==> config.mk <==
export PLATFORM = sky130hd
export DESIGN_NAME = rxcver_fifo
export DESIGN_NICKNAME = d
export VERILOG_FILES = /design/src/rtl/rxcver_fifo.sv
export SDC_FILE = /design/constraint.sdc
export NUM_CORES = 1
export LEC_CHECK = 0
export ABC_CLOCK_PERIOD_IN_PS = 4200
export CORE_MARGIN = 2
export CORE_UTILIZATION = 52
export DETAILED_ROUTE_END_ITERATION = 7
export PLACE_DENSITY = 0.71
export SLEW_MARGIN = 25
export SYNTH_ARGS = -nofsm -noshare
export SYNTH_HDL_FRONTEND = slang
export SYNTH_SLANG_ARGS = --single-unit
==> constraint.sdc <==
create_clock -name Clock -period 4.2 [get_ports Clock]
set_clock_uncertainty 0.15 [all_clocks]
set_input_delay 0.42 -clock Clock [delete_from_list [all_inputs] [get_ports Clock]]
set_output_delay 0.42 -clock Clock [all_outputs]
set_load 0.02 [all_outputs]
==> src/rtl/rxcver_fifo.sv <==
// rxcver_fifo: first-word-fall-through receive FIFO storing {BI,FE,PE,Data}
// with occupancy flags, sticky overrun and an error-in-FIFO indication.
module rxcver_fifo #(
    parameter int DEPTH      = 16,
    parameter int AFULL_LVL  = 8,
    parameter int AEMPTY_LVL = 4
) (
    input  logic                       Clock,
    input  logic                       Reset_n,
    input  logic [7:0]                 Data,
    input  logic                       PE_in,
    input  logic                       FE_in,
    input  logic                       BI_in,
    input  logic                       WrEn,
    input  logic                       RdEn,
    input  logic                       OvrClr,
    output logic [7:0]                 Q,
    output logic                       PE_out,
    output logic                       FE_out,
    output logic                       BI_out,
    output logic                       Empty,
    output logic                       Full,
    output logic                       AlmostEmpty,
    output logic                       AlmostFull,
    output logic [$clog2(DEPTH):0]     Count,
    output logic                       Overrun,
    output logic                       ErrInFifo
);
    localparam int AW = $clog2(DEPTH);
    localparam logic [AW:0] DCNT   = DEPTH[AW:0];
    localparam logic [AW:0] AFULL  = AFULL_LVL[AW:0];
    localparam logic [AW:0] AEMPTY = AEMPTY_LVL[AW:0];

    logic [10:0]   mem [DEPTH];
    logic [AW-1:0] wptr, rptr;
    logic [AW:0]   cnt, ecnt;
    logic          ovr;
    logic [10:0]   head;
    logic          rd_ok, wr_ok, ovr_evt, wr_err, rd_err;

    assign head    = mem[rptr];
    assign rd_ok   = RdEn && (cnt != '0);
    // a read in the same cycle frees the slot, so a full FIFO still accepts
    assign wr_ok   = WrEn && ((cnt != DCNT) || RdEn);
    assign ovr_evt = WrEn && (cnt == DCNT) && !RdEn;
    assign wr_err  = wr_ok && (PE_in || FE_in || BI_in);
    assign rd_err  = rd_ok && (|head[10:8]);

    always_ff @(posedge Clock) begin
        if (wr_ok)
            mem[wptr] <= {BI_in, FE_in, PE_in, Data};
    end

    always_ff @(posedge Clock or negedge Reset_n) begin
        if (!Reset_n) begin
            wptr <= '0;
            rptr <= '0;
            cnt  <= '0;
            ecnt <= '0;
            ovr  <= 1'b0;
        end else begin
            wptr <= wr_ok ? wptr + AW'(1) : wptr;
            rptr <= rd_ok ? rptr + AW'(1) : rptr;
            cnt  <= cnt + (AW+1)'(wr_ok) - (AW+1)'(rd_ok);
            ecnt <= ecnt + (AW+1)'(wr_err) - (AW+1)'(rd_err);
            ovr  <= ovr_evt ? 1'b1 : (OvrClr ? 1'b0 : ovr);
        end
    end

    always_comb begin
        Empty       = (cnt == '0);
        Full        = (cnt == DCNT);
        AlmostFull  = (cnt >= AFULL);
        AlmostEmpty = (cnt <= AEMPTY);
        Q           = Empty ? 8'h00 : head[7:0];
        PE_out      = !Empty && head[8];
        FE_out      = !Empty && head[9];
        BI_out      = !Empty && head[10];
        Count       = cnt;
        Overrun     = ovr;
        ErrInFifo   = (ecnt != '0);
    end
endmodule

=== Word level (Yosys, flattened, before mapping) ===
Memory sizes are Yosys's and may differ from the RTL's.
Index checks and enable logic that the tools add are counted.

* $add $sub $neg: 6
* Magnitude comparators: 2
* Eq/ne operators: 2
* Mux-type cells: 5
* Reduce and logical (&&, ||, !) cells: 19

{| class="wikitable"
|+ Operators with widths
! cell !! count
|-
| 5-bit by 1-bit adder with 5-bit output || 2
|-
| 5-bit nonzero test || 2
|-
| 5-bit by 1-bit subtractor with 5-bit output || 2
|-
| 1-bit logical AND || 9
|-
| 4-bit by 1-bit adder with 4-bit output, second input constant || 2
|-
| 8-bit two-way mux || 1
|-
| 5-bit equality test, second input constant || 1
|-
| 5-bit by 4-bit greater-or-equal comparator with 1-bit output, second input constant || 1
|-
| 5-bit by 3-bit less-or-equal comparator with 1-bit output, second input constant || 1
|-
| 5-bit logical NOT || 1
|-
| 5-bit inequality test, second input constant || 1
|-
| 1-bit two-way mux || 4
|-
| 1-bit logical OR || 3
|-
| 3-bit OR reduction || 1
|-
| 1-bit logical NOT || 2
|-
| 2-bit nonzero test || 1
|}

* Bits in registers: 19
* Bits in writable memories: 176
* Input bits: 16
* Output and inout port bits: 22
* Logic and storage cells: 40
* Memories: 1

{| class="wikitable"
|+ Memories
! memory !! words !! bits a word !! read ports !! clocked after memory_dff !! wr ports !! line !! text
|-
| mem || 16 || 11 || 1 || 0 || 1 || 34 || <nowiki>logic [10:0] mem [DEPTH];</nowiki>
|}

=== Longest topological paths before layout ===
* Depth in word-level cells: 6
* Depth in mapped cells: 16
* Mapped depth without buffers: 15

=== Worst setup path before layout ===
Ideal clock, no wire load.

* Kind: register to register
* From: reg rptr[0]
* To: reg ecnt[4]
* Setup time: 80 ps
* Arrival time: 3,010 ps
* Required time: 3,970 ps
* Setup slack: 960 ps
* Cell stages (with the launch flop): 16
* Buffers on the path: 2
* Clock period less this slack: 3,240 ps
* Path through: dfrtp_1 -> buf_6 -> buf_12 -> mux4_2 -> mux4_2 -> clkinv_1 -> a31oi_1 -> ha_1 -> inv_1 -> ha_1 -> inv_1 -> fa_1 -> inv_1 -> a21oi_1 -> o21bai_1 -> xnor2_1

* Longest elaborated chain between the ends: 4

{| class="wikitable"
|+ Ends and longest elaborated chain
! element !! line !! text
|-
| from (decl) || 35 || <nowiki>logic [AW-1:0] wptr, rptr;</nowiki>
|-
| from (signal assigned) || 63 || <nowiki>rptr <= rd_ok ? rptr + AW'(1) : rptr;</nowiki>
|-
| memory read 16 x 11 bit || -- ||
|-
| 3-bit OR reduction || 47 || <nowiki>assign rd_err = rd_ok && (|head[10:8]);</nowiki>
|-
| 1-bit logical AND || 47 ||
|-
| 5-bit by 1-bit subtractor with 5-bit output || 65 || <nowiki>ecnt <= ecnt + (AW+1)'(wr_err) - (AW+1)'(rd_err);</nowiki>
|-
| to (signal assigned) || 65 ||
|-
| to (decl) || 36 || <nowiki>logic [AW:0] cnt, ecnt;</nowiki>
|}

No other way between the ends.
A chain may end at the register's enable or synchronous reset.

=== Final worst setup path ===
* From: reg rptr[0]
* To: out Q[6]

* Longest elaborated chain between the ends: 2

{| class="wikitable"
|+ Ends and longest elaborated chain
! element !! line !! text
|-
| memory read 16 x 11 bit || -- ||
|-
| 8-bit two-way mux || 75 || <nowiki>Q = Empty ? 8'h00 : head[7:0];</nowiki>
|-
| to (decl) || 17 || <nowiki>output logic [7:0] Q,</nowiki>
|}

No other way between the ends.

==> impl_summary.log <==
[metrics] Cell Chain, Critical Path: buf_4 > mux4_1 > mux4_2 > nor2b_4 > clkdlybuf4s50_1
[metrics] most instantiated flip-flop cell in the synthesis netlist: edfxtp_1
[metrics] data required time of the worst path: 3.63 ns
[metrics] share of the synthesized netlist area taken by xor and xnor gates: 1.40%
[metrics] most common cell in the netlist: edfxtp_1
[metrics] Vias per Instance: 5.67
[metrics] Starting Density: 53.2%
[metrics] reported leakage power: 3.29 nW
[metrics] crit path launch type: register
[metrics] Design Area, Final: 9400 sq um
[metrics] final-stage net count: 494
[metrics] worst hold path class: primary input to asynchronous set/reset pin
[metrics] post-route fraction of the period consumed by the critical path: 93.9%
[metrics] die width: 129 um
[metrics] Clock Sink Count: 195
[metrics] Routed met1 length: 6.40 mm
[metrics] largest family of logic cells by synthesized area: multiplexers
[metrics] average cell area after synthesis: 20.5 sq um
[metrics] clock latency on the worst-skew pair: 0.43 ns
[metrics] time the worst path needs with I/O delays and setup: 3.95 ns
[metrics] cell types with the largest area share after synthesis: edfxtp_1 65%, mux4_2 9.7%, dfrtp_1 5.9%
[metrics] sort of element at the end of the critical path: output port
[metrics] antenna violations before repair: 0
[metrics] Arr. time, crit path: 3.38 ns
[metrics] P_sw: 0.00207 W
[metrics] TritonCTS clock tree: built
[metrics] adder-cell share of the synthesized area: 3.42%
[metrics] Total Negative Setup Slacks: 0 ns
[metrics] I/O pins: 38
[metrics] number of cell rows: 45
[metrics] post-route ant nets: 0
[metrics] area fraction in compound gates after synthesis: 1.36%
[metrics] via count of the first global-routing pass: 4066
[metrics] placer congestion estimate: 0.739
[metrics] y dimension of the die: 129 um
[metrics] internal power: 0.00458 W
[metrics] slowest cell on the critical path: mux4_1
[metrics] path type of the worst setup path: register to output port
[metrics] pwr dens: 708 nW/um^2
[metrics] sequential element share of the synthesized area: 70.9%
[metrics] outcome: complete, no violations
[metrics] cell area reported after detailed placement: 8790 sq um
[metrics] part of the total power dissipated in the clock network: 24.9%
[metrics] share of flip-flops with an asynchronous set or reset: 9.74%
[metrics] port buffer count: 37
[metrics] number of antenna repair diodes: 0
[metrics] Core Area: 15300 sq um
[metrics] total of warnings raised by yosys: 0
[metrics] number of unique standard cell types used by synthesis: 40
[metrics] largest area contributor in the synthesized netlist: edfxtp_1
[metrics] WL/cell: 23.3 um
[metrics] Slew Viols, Final: 0
[metrics] CTS Buf Count: 17
[metrics] post-synthesis instance area: 8120 sq um
[metrics] mux cell area share after synthesis: 15.7%
[metrics] fmax: 253 MHz
[metrics] simple-gate share of the synthesized area: 4.13%
[metrics] unrepaired setup endpoints after global routing: false
[metrics] number of nets produced by synthesis: 433
[metrics] post-synthesis sequential element count: 195
[metrics] peak ir drop on the vdd network: 0.354 mV
[metrics] share of the synthesized area in the top cell type: 65.1%
[metrics] global-route total usage across every layer: 20.8%
[metrics] wire length of the first global-routing pass: 24.1 mm
[metrics] number of endpoints failing setup at the final stage: 0
[metrics] post_cts resized: 0
[metrics] total wire length: 15.9 mm
[metrics] area growth from synthesis to layout: 15.7%
[metrics] 1st-pass router iterations: 5
[metrics] share of layout cells above drive strength 1: 22.3%
[metrics] part of the power in registers: 40.1%
[metrics] top sig layer: met4
[metrics] clock root buffer: clkbuf_16
[metrics] number of instances in the synthesized netlist: 396
[metrics] length of routed met3 wiring: 1.03 mm
[metrics] switching portion of total power: 31.1%
[metrics] pin count of the biggest net entering global routing: 25
[metrics] commonest cells in the synthesized netlist: 176 x edfxtp_1, 35 x mux4_2, 25 x inv_1
[metrics] peak per-stage delay on the critical path: 0.66 ns
[metrics] die area: 16600 sq um
[metrics] part of the power in combinational logic: 35.0%
[metrics] buffers from clock root to sink, at most: 2
[metrics] Initial DRC Count: 394
[metrics] CTS clk-pin slew, worst paths: 0.07 ns
[metrics] total congestion overflow: 0
[metrics] Clock H-tree levels: 4
[metrics] count of maximum capacitance violations: 0
[metrics] Post-synth EDFFs: 176
[metrics] final hold vios: 0
[metrics] DP HPWL: 9.63 mm
[metrics] number of DRC violations after detailed routing: 0
[metrics] peak fanout along the critical path: 24
[metrics] Vias: 3864
[metrics] number of fill cells in the layout: 1077
[metrics] actual slew at the worst max-slew pin: 0.809 ns
[metrics] metal2 WL: 8.15 mm
[metrics] tightest slew margin relative to the limit: 46.1%
flip-flops by register name, indices dropped and copies added (netlist names):
name     count
wptr         4
rptr         4
mem        176
ecnt         5
Overrun      1
Count        5
power groups by stage:
stage	clock network [W]	logic, W	registers (W)
6_report	0.00165	0.00233	0.00267
5_1_grt	0.00175	0.00252	0.00271
4_1_cts	0.00169	0.00237	0.00267
3_5_place_dp	0	0.00234	0.00271
3_3_place_gp	0	0.00229	0.00269
2_1_floorplan	0	0.00178	0.00255
critical path, delay by kind of cell (launching register included):
family,cells,cell delay [ns]
multiplexers,2,1.15
flip-flops,1,0.60
buffers and inverters,2,1.03
AND/OR/NAND/NOR,1,0.14
layout by cell type, fill, tap and decap left out, drive strengths merged, types with 3 or more instances in the layout:
cell type	instances
edfxtp	176
mux4	53
clkdlybuf4s50	36
inv	29
buf	23
ha	19
dfrtp	19
nor2	17
clkbuf	17
nor2b	11
nand2	10
xnor2	9
clkinv	8
xor2	4
a21oi	4
nor3	4
bufinv	3
repair_timing:
item	in CTS	in global routing
hold buffers	0	1
endpoints found under the hold margin	0	19
setup buffers	0	0
final timing paths:
path | cells past startpoint | slack (ns) | end | from
min reg2reg | 2 | 0.39 | Overrun | Overrun
max | 5 | 0.25 | Q[6] | rptr[0]
min in group Clock | 2 | 0.39 | Overrun | Overrun
max reg2reg | 14 | 0.52 | ecnt[4] | rptr[0]
min | 2 | 0.32 | Overrun | Reset_n
max in group asynchronous | 2 | 3.25 | rptr[1] | Reset_n
layer usage:
| layer | up-vias | global-route usage, % |
|---|---|---|
| met3 | 24 | 4.49 |
| li1 | 1702 | - |
| met1 | 2012 | 27.6 |
| met2 | 126 | 33.9 |
| met4 | 0 | 8.50 |
| met5 | - | 0 |
logic make-up (layout without fill, tap and decap cells):
| group | after synthesis | in the layout |
|---|---|---|
| flip-flops | 195 | 195 |
| multiplexers | 54 | 54 |
| AND/OR/NAND/NOR | 53 | 53 |
| buffers and inverters | 44 | 118 |
| adder cells (fa/ha/maj) | 21 | 21 |
| AO/OA/AOI/OAI | 16 | 16 |
| XOR/XNOR | 13 | 13 |
through the flow:
stage | hold slack, ns | std cells | setup WS, ns | power, W | util, %
detailed placement | 0.388 | 648 | 0.458 | 0.00506 | 57.6
global route | 0.354 | 681 | 0.144 | 0.00698 | 61.6
finish | 0.317 | 681 | 0.254 | 0.00665 | 61.6
global placement | 0.364 | 648 | 0.589 | 0.00498 | 57.6
CTS | 0.365 | 680 | 0.192 | 0.00673 | 61.6
floorplan | -0.0256 | 396 | 0.960 | 0.00434 | -
cell type report:
type / instances / area, sq um / area share [%]
tap: 211 / 264 / 2.81
multi-input combinational: 157 / 2130 / 22.7
clock inverter: 15 / 180 / 1.92
inverter: 26 / 97.6 / 1.04
sequential: 195 / 5760 / 61.3
clock buffer: 17 / 425 / 4.53
timing repair buffer: 60 / 541 / 5.75
Note: power is estimated with default switching activity, not from simulation.
